<file path="src/rtl/sar_avg_fifo.sv">
// Averages groups of 2^osr SAR conversion codes and queues each truncated mean
// in a small FIFO for a ready/valid consumer, with a sticky flag for dropped words.
module sar_avg_fifo #(
    parameter int DEPTH = 4
) (
    input  logic                      clk,
    input  logic                      rstn,
    input  logic                      valid,
    input  logic [7:0]                result,
    input  logic [1:0]                osr,
    input  logic                      clear,
    output logic                      out_valid,
    input  logic                      out_ready,
    output logic [7:0]                out_data,
    output logic [$clog2(DEPTH):0]    count,
    output logic                      overflow
);

    localparam int AW = $clog2(DEPTH);
    localparam int CW = AW + 1;
    localparam logic [CW-1:0] FULL_CNT = CW'(DEPTH);

    logic [10:0]   acc;
    logic [2:0]    grp_cnt;
    logic [1:0]    osr_l;
    logic [1:0]    osr_eff;
    logic          grp_last;
    logic [10:0]   sum;
    logic [7:0]    avg;

    logic [7:0]    mem [DEPTH];
    logic [AW-1:0] wr_ptr;
    logic [AW-1:0] rd_ptr;
    logic          full;
    logic          empty;
    logic          push;
    logic          push_ok;
    logic          pop;

    // The first sample of a group uses the live osr; later ones use the latched copy.
    assign osr_eff = (grp_cnt == 3'd0) ? osr : osr_l;
    assign sum     = acc + {3'b000, result};
    assign avg     = 8'(sum >> osr_eff);

    always_comb begin
        grp_last = 1'b0;
        case (osr_eff)
            2'd0:    grp_last = 1'b1;
            2'd1:    grp_last = (grp_cnt == 3'd1);
            2'd2:    grp_last = (grp_cnt == 3'd3);
            default: grp_last = (grp_cnt == 3'd7);
        endcase
    end

    assign empty     = (count == '0);
    assign full      = (count == FULL_CNT);
    assign push      = valid && grp_last && !clear;
    assign pop       = out_valid && out_ready && !clear;
    assign push_ok   = push && (!full || pop);
    assign out_valid = !empty;
    assign out_data  = empty ? 8'h00 : mem[rd_ptr];

    always_ff @(posedge clk or negedge rstn) begin
        if (!rstn) begin
            acc     <= '0;
            grp_cnt <= '0;
            osr_l   <= '0;
        end else if (clear) begin
            acc     <= '0;
            grp_cnt <= '0;
        end else if (valid) begin
            if (grp_cnt == 3'd0) begin
                osr_l <= osr;
            end
            if (grp_last) begin
                acc     <= '0;
                grp_cnt <= '0;
            end else begin
                acc     <= sum;
                grp_cnt <= grp_cnt + 3'd1;
            end
        end
    end

    always_ff @(posedge clk or negedge rstn) begin
        if (!rstn) begin
            wr_ptr   <= '0;
            rd_ptr   <= '0;
            count    <= '0;
            overflow <= 1'b0;
        end else if (clear) begin
            wr_ptr   <= '0;
            rd_ptr   <= '0;
            count    <= '0;
            overflow <= 1'b0;
        end else begin
            if (push_ok) begin
                wr_ptr <= wr_ptr + AW'(1);
            end
            if (pop) begin
                rd_ptr <= rd_ptr + AW'(1);
            end
            if (push_ok && !pop) begin
                count <= count + CW'(1);
            end else if (pop && !push_ok) begin
                count <= count - CW'(1);
            end
            if (push && !push_ok) begin
                overflow <= 1'b1;
            end
        end
    end

    // Storage needs no reset: out_data is masked to zero whenever count is zero.
    always_ff @(posedge clk) begin
        if (push_ok) begin
            mem[wr_ptr] <= avg;
        end
    end

endmodule

</file>
<file path="config.mk">
export PLATFORM = sky130hd
export DESIGN_NAME = sar_avg_fifo
export DESIGN_NICKNAME = d
export VERILOG_FILES = /design/src/rtl/sar_avg_fifo.sv
export SDC_FILE = /design/constraint.sdc
export NUM_CORES = 1
export LEC_CHECK = 0
export ABC_CLOCK_PERIOD_IN_PS = 6900
export BUFFER_PORTS_ARGS = -buffer_cell sky130_fd_sc_hd__buf_2
export CORE_UTILIZATION = 60
export CTS_CLUSTER_DIAMETER = 200
export DETAILED_ROUTE_END_ITERATION = 8
export PLACE_DENSITY_LB_ADDON = 0.08
export SYNTH_ARGS = -nofsm -noshare
export SYNTH_HDL_FRONTEND = slang
export SYNTH_SLANG_ARGS = --single-unit
export TNS_END_PERCENT = 10
</file>
<file path="constraint.sdc">
create_clock -name clk -period 6.9 [get_ports clk]
set_input_delay 0 -clock clk [delete_from_list [all_inputs] [get_ports clk]]
set_output_delay 0 -clock clk [all_outputs]
set_load 0.005 [all_outputs]
</file>
==> results of run 1 <==
## critical path: cells and delay by family, from the launching register on
family	cells	cell delay, ps
compound gates	5	850
simple gates	4	1200
buf+inv	1	100
flops	1	430
fa+ha+maj	2	660
## cell families after synthesis
group | count (synthesis) | synth area share
flip-flops | 56 | 0.504
AO/OA/AOI/OAI | 66 | 0.140
AND/OR/NAND/NOR | 77 | 0.132
XOR/XNOR | 11 | 0.0311
multiplexers | 18 | 0.0909
adder cells (fa/ha/maj) | 16 | 0.0695
buffers and inverters | 24 | 0.0323
## metal layers
layer / up-vias / track usage / wire, um
li1: 1033 / - / -
met1: 1008 / 0.312 / 2620
met2: 43 / 0.400 / 2850
met3: 6 / 0.0343 / 208
met4: 0 / 0.0534 / 59
met5: - / 0 / 0
## layout make-up
class                      count  area share
multi-input combinational    188       0.428
sequential                    56       0.465
clock buffer                   6      0.0216
inverter                      13      0.0145
tap                           67      0.0250
timing repair buffer          28      0.0433
clock inverter                 2     0.00224
## state kept, by name, summed over array words and instances (netlist names)
signal and count:
grp_cnt 3, count 3, osr_l 2, wr_ptr 2
mem 32, acc 11, overflow 1, rd_ptr 2
## per-stage QoR
step / utilization / worst slack, ps
floorplan: - / 3970
global route: 0.692 / 3240
finish: 0.692 / 3550
global placement: 0.673 / 3740
detailed placement: 0.673 / 3620
CTS: 0.692 / 3560
## layout by cell type (no fill, tap or decap), types with 7 or more instances in the layout
cell / instances
mux4_2: 8
nor2_1: 16
mux2i_1: 9
o21ai_0: 12
nand2b_1: 7
and2_1: 15
a21oi_1: 16
nand2_1: 17
buf_2: 27
a22o_1: 8
dfrtp_1: 24
ha_1: 14
inv_1: 13
a211oi_1: 8
edfxtp_1: 32
## worst paths after layout
check | to | slack (ps) | cells after the start
max in group asynchronous | wr_ptr[1]$_DFFE_PN0P_ | 6280 | 2
max | count[1]$_DFFE_PN0P_ | 3550 | 12
max reg2reg | count[1]$_DFFE_PN0P_ | 3550 | 12
min | rd_ptr[0]$_DFFE_PN0P_ | 50 | 2
min reg2reg | acc[2]$_DFFE_PN0P_ | 510 | 2
min in group asynchronous | acc[9]$_DFFE_PN0P_ | 240 | 2
## power groups by stage
stage	Sequential, uW	Clock, uW	Combinational (uW)
after global routing	440	182	363
after floorplan	421	0	249
after CTS	434	171	321
after detailed placement	441	0	319
after global placement	440	0	311
final	433	170	321
==> metrics.md, run 1 <==
| Metric | Value |
|---|---|
| DRT antenna net count | `0` |
| RSZ-0062 raised after global routing | `false` |
| P_leak | `around 0.0014 uW` |
| 1st-pass router iterations | `4` |
| Internal Pwr Total | `approximately 620 uW` |
| Worst-Margin Slew | `between 1000 and 1500 ps` |
| Switching portion of total power | `0.332` |
| WL final | `5730 um` |
| Cell count after synthesis | `between 200 and 300` |
| Clk pwr share | `0.184` |
| Predominant post-synthesis flop cell | `edfxtp_1` |
| Crit path capture type | `register` |
| Half-perimeter wire length after placement | `4090 um` |
| GRT Total Usage | `0.233` |
| Mapped cell area | `about 0.0031 mm^2` |
| Hold slack | `between 40 and 50 ps` |
| RePlAce Congestion | `0.750` |
| FF/Latch Area | `~0.0016 mm^2` |
| Fin crit share | `0.486` |
| Post-synthesis sequential area ratio | `0.504` |
| First-pass GRT wire length | `approximately 9400 um` |
| Maximum number of pins on one net before global-route repair | `25` |
| Layout area overhead | `8.32%` |
| Multi-input gate area | `0.00144 mm^2` |
| Post-layout min period | `roughly 3400 ps` |
| TNS Setup | `0 ps` |
| IO Port Bufs | `27` |
| Clock sinks | `56` |
| Share of layout cells above drive strength 1 | `0.154` |
| Max Clock Freq | `about 0.30 GHz` |
| Critical Path Source | `grp_cnt[1]$_DFFE_PN0P_` |
| Clk pin slew, worst setup/hold paths | `100 ps` |
| Reg power frac | `0.469` |
| DR iter-0 viols | `120` |
| Worst Path Arrival | `3540 ps` |
| Worst Clk Skew | `8.35 ps` |
| CTS resizes | `0` |
| Crit Path Category | `reg2reg` |
| Die W | `73.8 um` |
| Worst hold path type | `in2reg` |
| Initial antenna violation count | `0` |
| Power Total | `around 920 uW` |
| RR Startpoint | `grp_cnt[1]$_DFFE_PN0P_` |
| Grt ovf | `0` |
| Yosys warning count | `0` |
| CTS Buf Count | `5` |
| Post-synth EDFFs | `32` |
| Cts hold-fix bufs | `1` |
| Yosys top cell by area | `edfxtp_1` |
| Crit path max fanout | `9` |
| Hold Vio Cnt, Final | `0` |
| Post-synth ARST share | `0.429` |
| Register bit total from synthesis | `56` |
| Most frequent cells after synthesis | `edfxtp_1 (32), dfrtp_1 (24), nand2_1 (17), a21oi_1 (16), nor2_1 (16)` |
| Synth top area cells | `edfxtp_1 (31%), dfrtp_1 (19%), mux4_2 (5.8%), ha_1 (5.7%), and2_1 (3.0%)` |
| CTS tree | `built` |
| Placed insts | `351` |
| Core footprint | `0.00485 mm^2` |
| Wire length per cell | `about 16 um` |
| Clk Latency, worst-skew pair | `~300 ps` |
| Cell Area, Placed | `0.00326 mm^2` |
| Crit start category | `register` |
| Diode count | `0` |
| DR vias | `between 2,000 and 2,500` |
| Syn Area/Cell | `roughly 12 um^2` |
| Fin area | `between 0.003 and 0.004 mm^2` |
| Placement Rows | `25` |
| Post-synth cell types | `42` |
| Status | `finished clean` |
| Chain of cells forming the critical path | `inv_1 > ha_1 > nor4b_2 > a21oi_1 > a311o_1 > nor2b_1 > and2_1 > fa_1 > nor3_1 > o21a_1 > a31oi_1 > o41ai_1` |
| Critical Path RT | `~7000 ps` |
| NumNets Final | `roughly 320` |
| Pwr dens | `roughly 280 mW/mm^2` |
| Average via count per standard cell | `a little under 6` |
| Die Y-Extent | `73.8 um` |
| Switching Power | `between 300 and 400 uW` |
| Maximum VDD drop | `~0.13 mV` |
| Die area | `roughly 0.0055 mm^2` |
| Clock Path Buffers | `2` |
| Non-filler cells, final | `between 300 and 400` |
| Final setup violation count | `0` |
| I/O Pins | `28` |
| Worst relative slew slack | `0.229` |
| Root buf cell | `clkbuf_8` |
| Filler cells | `369` |
| Initial core utilization | `0.639` |
| Max stage delay on crit path | `a little over 500 ps` |
| Vias in the first global route | `approximately 2,000` |
| CP max-delay cell | `nor2b_1` |
| Dominant cell by count in the synthesized netlist | `edfxtp_1` |
| Hold Crit Start | `clear` |
| Yosys top cell area share | `0.310` |
| Setup repair bufs after CTS | `0` |
| Drt drc | `0` |
| Mapped Nets | `approximately 300` |
| Total of max-cap violations | `0` |
| Pins Over Slew Limit | `0` |
| CTS H-tree lvls | `2` |
| Combinational share of power | `0.347` |
(Power assumes the default switching activity.)
==> run 2, diff against run 1 <==
--- a/config.mk
+++ b/config.mk
@@ -5,9 +5,9 @@
 export SDC_FILE = /design/constraint.sdc
 export NUM_CORES = 1
 export LEC_CHECK = 0
-export ABC_CLOCK_PERIOD_IN_PS = 6900
+export ABC_CLOCK_PERIOD_IN_PS = 3400
 export BUFFER_PORTS_ARGS = -buffer_cell sky130_fd_sc_hd__buf_2
-export CORE_UTILIZATION = 60
+export CORE_UTILIZATION = 59
 export CTS_CLUSTER_DIAMETER = 200
 export DETAILED_ROUTE_END_ITERATION = 8
 export PLACE_DENSITY_LB_ADDON = 0.08
==> constraint.sdc (replaced) <==
create_clock -name clk -period 3.4 [get_ports clk]
set_input_delay 0 -clock clk [delete_from_list [all_inputs] [get_ports clk]]
set_output_delay 0 -clock clk [all_outputs]
set_load 0.005 [all_outputs]
==> run 2 against run 1 <==
Against the previous run:
- clock power is 130% higher
- total power grew 110%
- sequential share of layout area fell by 0.55 points
- combinational power is 100% higher
- register-to-register slack got worse by 3300 ps
- critical path depth fell by 1
- critical path type unchanged
- highest routed layer unchanged
==> metrics.md, run 2 (synthesis gave the netlist of run 1 again) <==
| Metric | Value |
|---|---|
| Status | `finished clean` |
| Core footprint | `0.00507 mm^2` |
| First-pass GRT wire length | `slightly below 9000 um` |
| P_leak | `roughly 0.0014 uW` |
| CTS H-tree lvls | `2` |
| I/O Pins | `28` |
| Initial antenna violation count | `0` |
| Drt drc | `0` |
| Pwr dens | `around 560 mW/mm^2` |
| Register name with the most flops | `mem` |
| Filler cells | `roughly 410` |
| Placed insts | `357` |
| 1st-pass router iterations | `4` |
| Share of layout cells above drive strength 1 | `0.172` |
| Clk pwr share | `0.200` |
| Non-filler cells, final | `between 300 and 400` |
| Top Registers | `mem x32, acc x11` |
| Combinational share of power | `0.341` |
| Reg2Reg Setup Slack | `about 240 ps` |
| Worst-Margin Slew | `896 ps` |
| GRT Total Usage | `0.215` |
| Die area | `~0.0055 mm^2` |
| Wire length per cell | `15.1 um` |
| Commonest non-fill, non-tap cell in the layout | `edfxtp_1` |
| Grt ovf | `0` |
| CTS Buf Count | `5` |
| IO Port Bufs | `27` |
| Crit path max fanout | `9` |
| RePlAce Congestion | `roughly 0.75` |
| Clock Path Buffers | `2` |
| DRT antenna net count | `0` |
| Hold Vio Cnt, Final | `0` |
| Die W | `about 74 um` |
| Fin crit share | `0.928` |
| CTS tree | `built` |
| Worst hold path type | `in2reg` |
| Placement Rows | `26` |
| Crit start category | `register` |
| Layout area overhead | `9.62%` |
| Switching portion of total power | `0.338` |
| Critical Path RT | `around 3600 ps` |
| Commonest cells after routing, fill and taps aside | `edfxtp_1 (32), buf_2 (27), dfrtp_1 (24), nand2_1 (17)` |
| Maximum VDD drop | `0.291 mV` |
| Clk Latency, worst-skew pair | `slightly above 300 ps` |
| Average via count per standard cell | `5.77` |
| Final setup violation count | `0` |
| Internal Pwr Total | `1270 uW` |
| TNS Setup | `0 ps` |
| Root buf cell | `clkbuf_8` |
| Half-perimeter wire length after placement | `around 4000 um` |
| Worst Clk Skew | `about 5.2 ps` |
| Post-layout min period | `approximately 3200 ps` |
| Die Y-Extent | `approximately 74 um` |
| Pins Over Slew Limit | `0` |
| Maximum number of pins on one net before global-route repair | `25` |
| WL final | `about 5500 um` |
| Largest register FFs | `32` |
| Worst relative slew slack | `0.400` |
| Crit Path Category | `reg2reg` |
| Worst Path Arrival | `about 3400 ps` |
| DR iter-0 viols | `91` |
| Switching Power | `roughly 650 uW` |
| Vias in the first global route | `1,940` |
| Total of max-cap violations | `0` |
| RSZ-0062 raised after global routing | `false` |
| Initial core utilization | `0.610` |
| DR vias | `2,112` |
| Clock sinks | `56` |
| Reg power frac | `0.459` |
| Clk pin slew, worst setup/hold paths | `about 110 ps` |
| Crit path capture type | `register` |
| Max Clock Freq | `between 0.3 and 0.4 GHz` |
| NumNets Final | `about 330` |
| CTS resizes | `0` |
| Diode count | `0` |
## run 2: changes by cell type in the layout (fill, tap and decap cells not counted), sizes merged
| cell | change |
|---|---|
| buf | +3 |
| clkbuf | -1 |
| clkinv | -2 |
| clkinvlp | +1 |
| inv | +2 |
## run 2: power groups by stage
stage          Combinational (uW)  Clock [uW]  Sequential [uW]
2_1_floorplan                 506           0              855
3_5_place_dp                  652           0              895
3_3_place_gp                  640           0              894
6_report                      653         383              879
5_1_grt                       742         416              891
4_1_cts                       656         388              881
## run 2: final timing paths
path | from | endpoint | depth (start not counted)
hold / removal | clear | wr_ptr[0]$_DFFE_PN0P_ | 2
hold reg to reg | acc[2]$_DFFE_PN0P_ | acc[2]$_DFFE_PN0P_ | 2
max in group asynchronous | rstn | acc[10]$_DFFE_PN0P_ | 2
setup / recovery | grp_cnt[0]$_DFFE_PN0P_ | count[2]$_DFFE_PN0P_ | 11
setup reg to reg | grp_cnt[0]$_DFFE_PN0P_ | count[2]$_DFFE_PN0P_ | 11
min in group asynchronous | rstn | count[0]$_DFFE_PN0P_ | 2
## run 2: cell type report
type | instances | area (um^2) | area share
Sequential cell | 56 | 1560 | 0.460
Multi-Input combinational cell | 188 | 1440 | 0.423
Timing Repair Buffer | 31 | 168 | 0.0494
Tap cell | 70 | 87.6 | 0.0258
Clock buffer | 5 | 68.8 | 0.0203
Inverter | 13 | 48.8 | 0.0144
Clock inverter | 3 | 25.0 | 0.00737
## run 2: layer usage
layer	vias to the layer above	track usage	part of all wire
met3	4	0.0407	0.020
li1	1038	-	-
met2	28	0.346	0.49
met4	0	0.0482	0.0080
met5	-	0	0
met1	1042	0.306	0.48
## run 2: timing repair
action | in CTS | in global routing
buffers inserted | 0 | 0
hold endpoints to repair | 24 | 0
hold buffers | 1 | 0
## run 2: critical path, stage by stage (launching register included)
cell,delay [ps]
dfrtp_1,440
inv_1,90
ha_1,240
nand2b_1,180
a21oi_1,340
a311o_1,440
nor2b_1,100
and2_1,160
fa_1,390
or3_1,380
a32oi_1,200
a21oi_1,80
## run 2: per-stage QoR
step / power [uW] / area (um^2) / utilization / hold slack [ps] / worst slack (ps)
detailed placement: 1550 / 3290 / 0.648 / 15.7 / 281
global placement: 1530 / 3290 / 0.648 / 15.9 / 385
finish: 1910 / 3390 / 0.669 / 31.1 / 244
CTS: 1930 / 3390 / 0.669 / 21.2 / 265
floorplan: 1360 / 3100 / - / -296 / 471
global route: 2050 / 3390 / 0.669 / 31.8 / 52.3
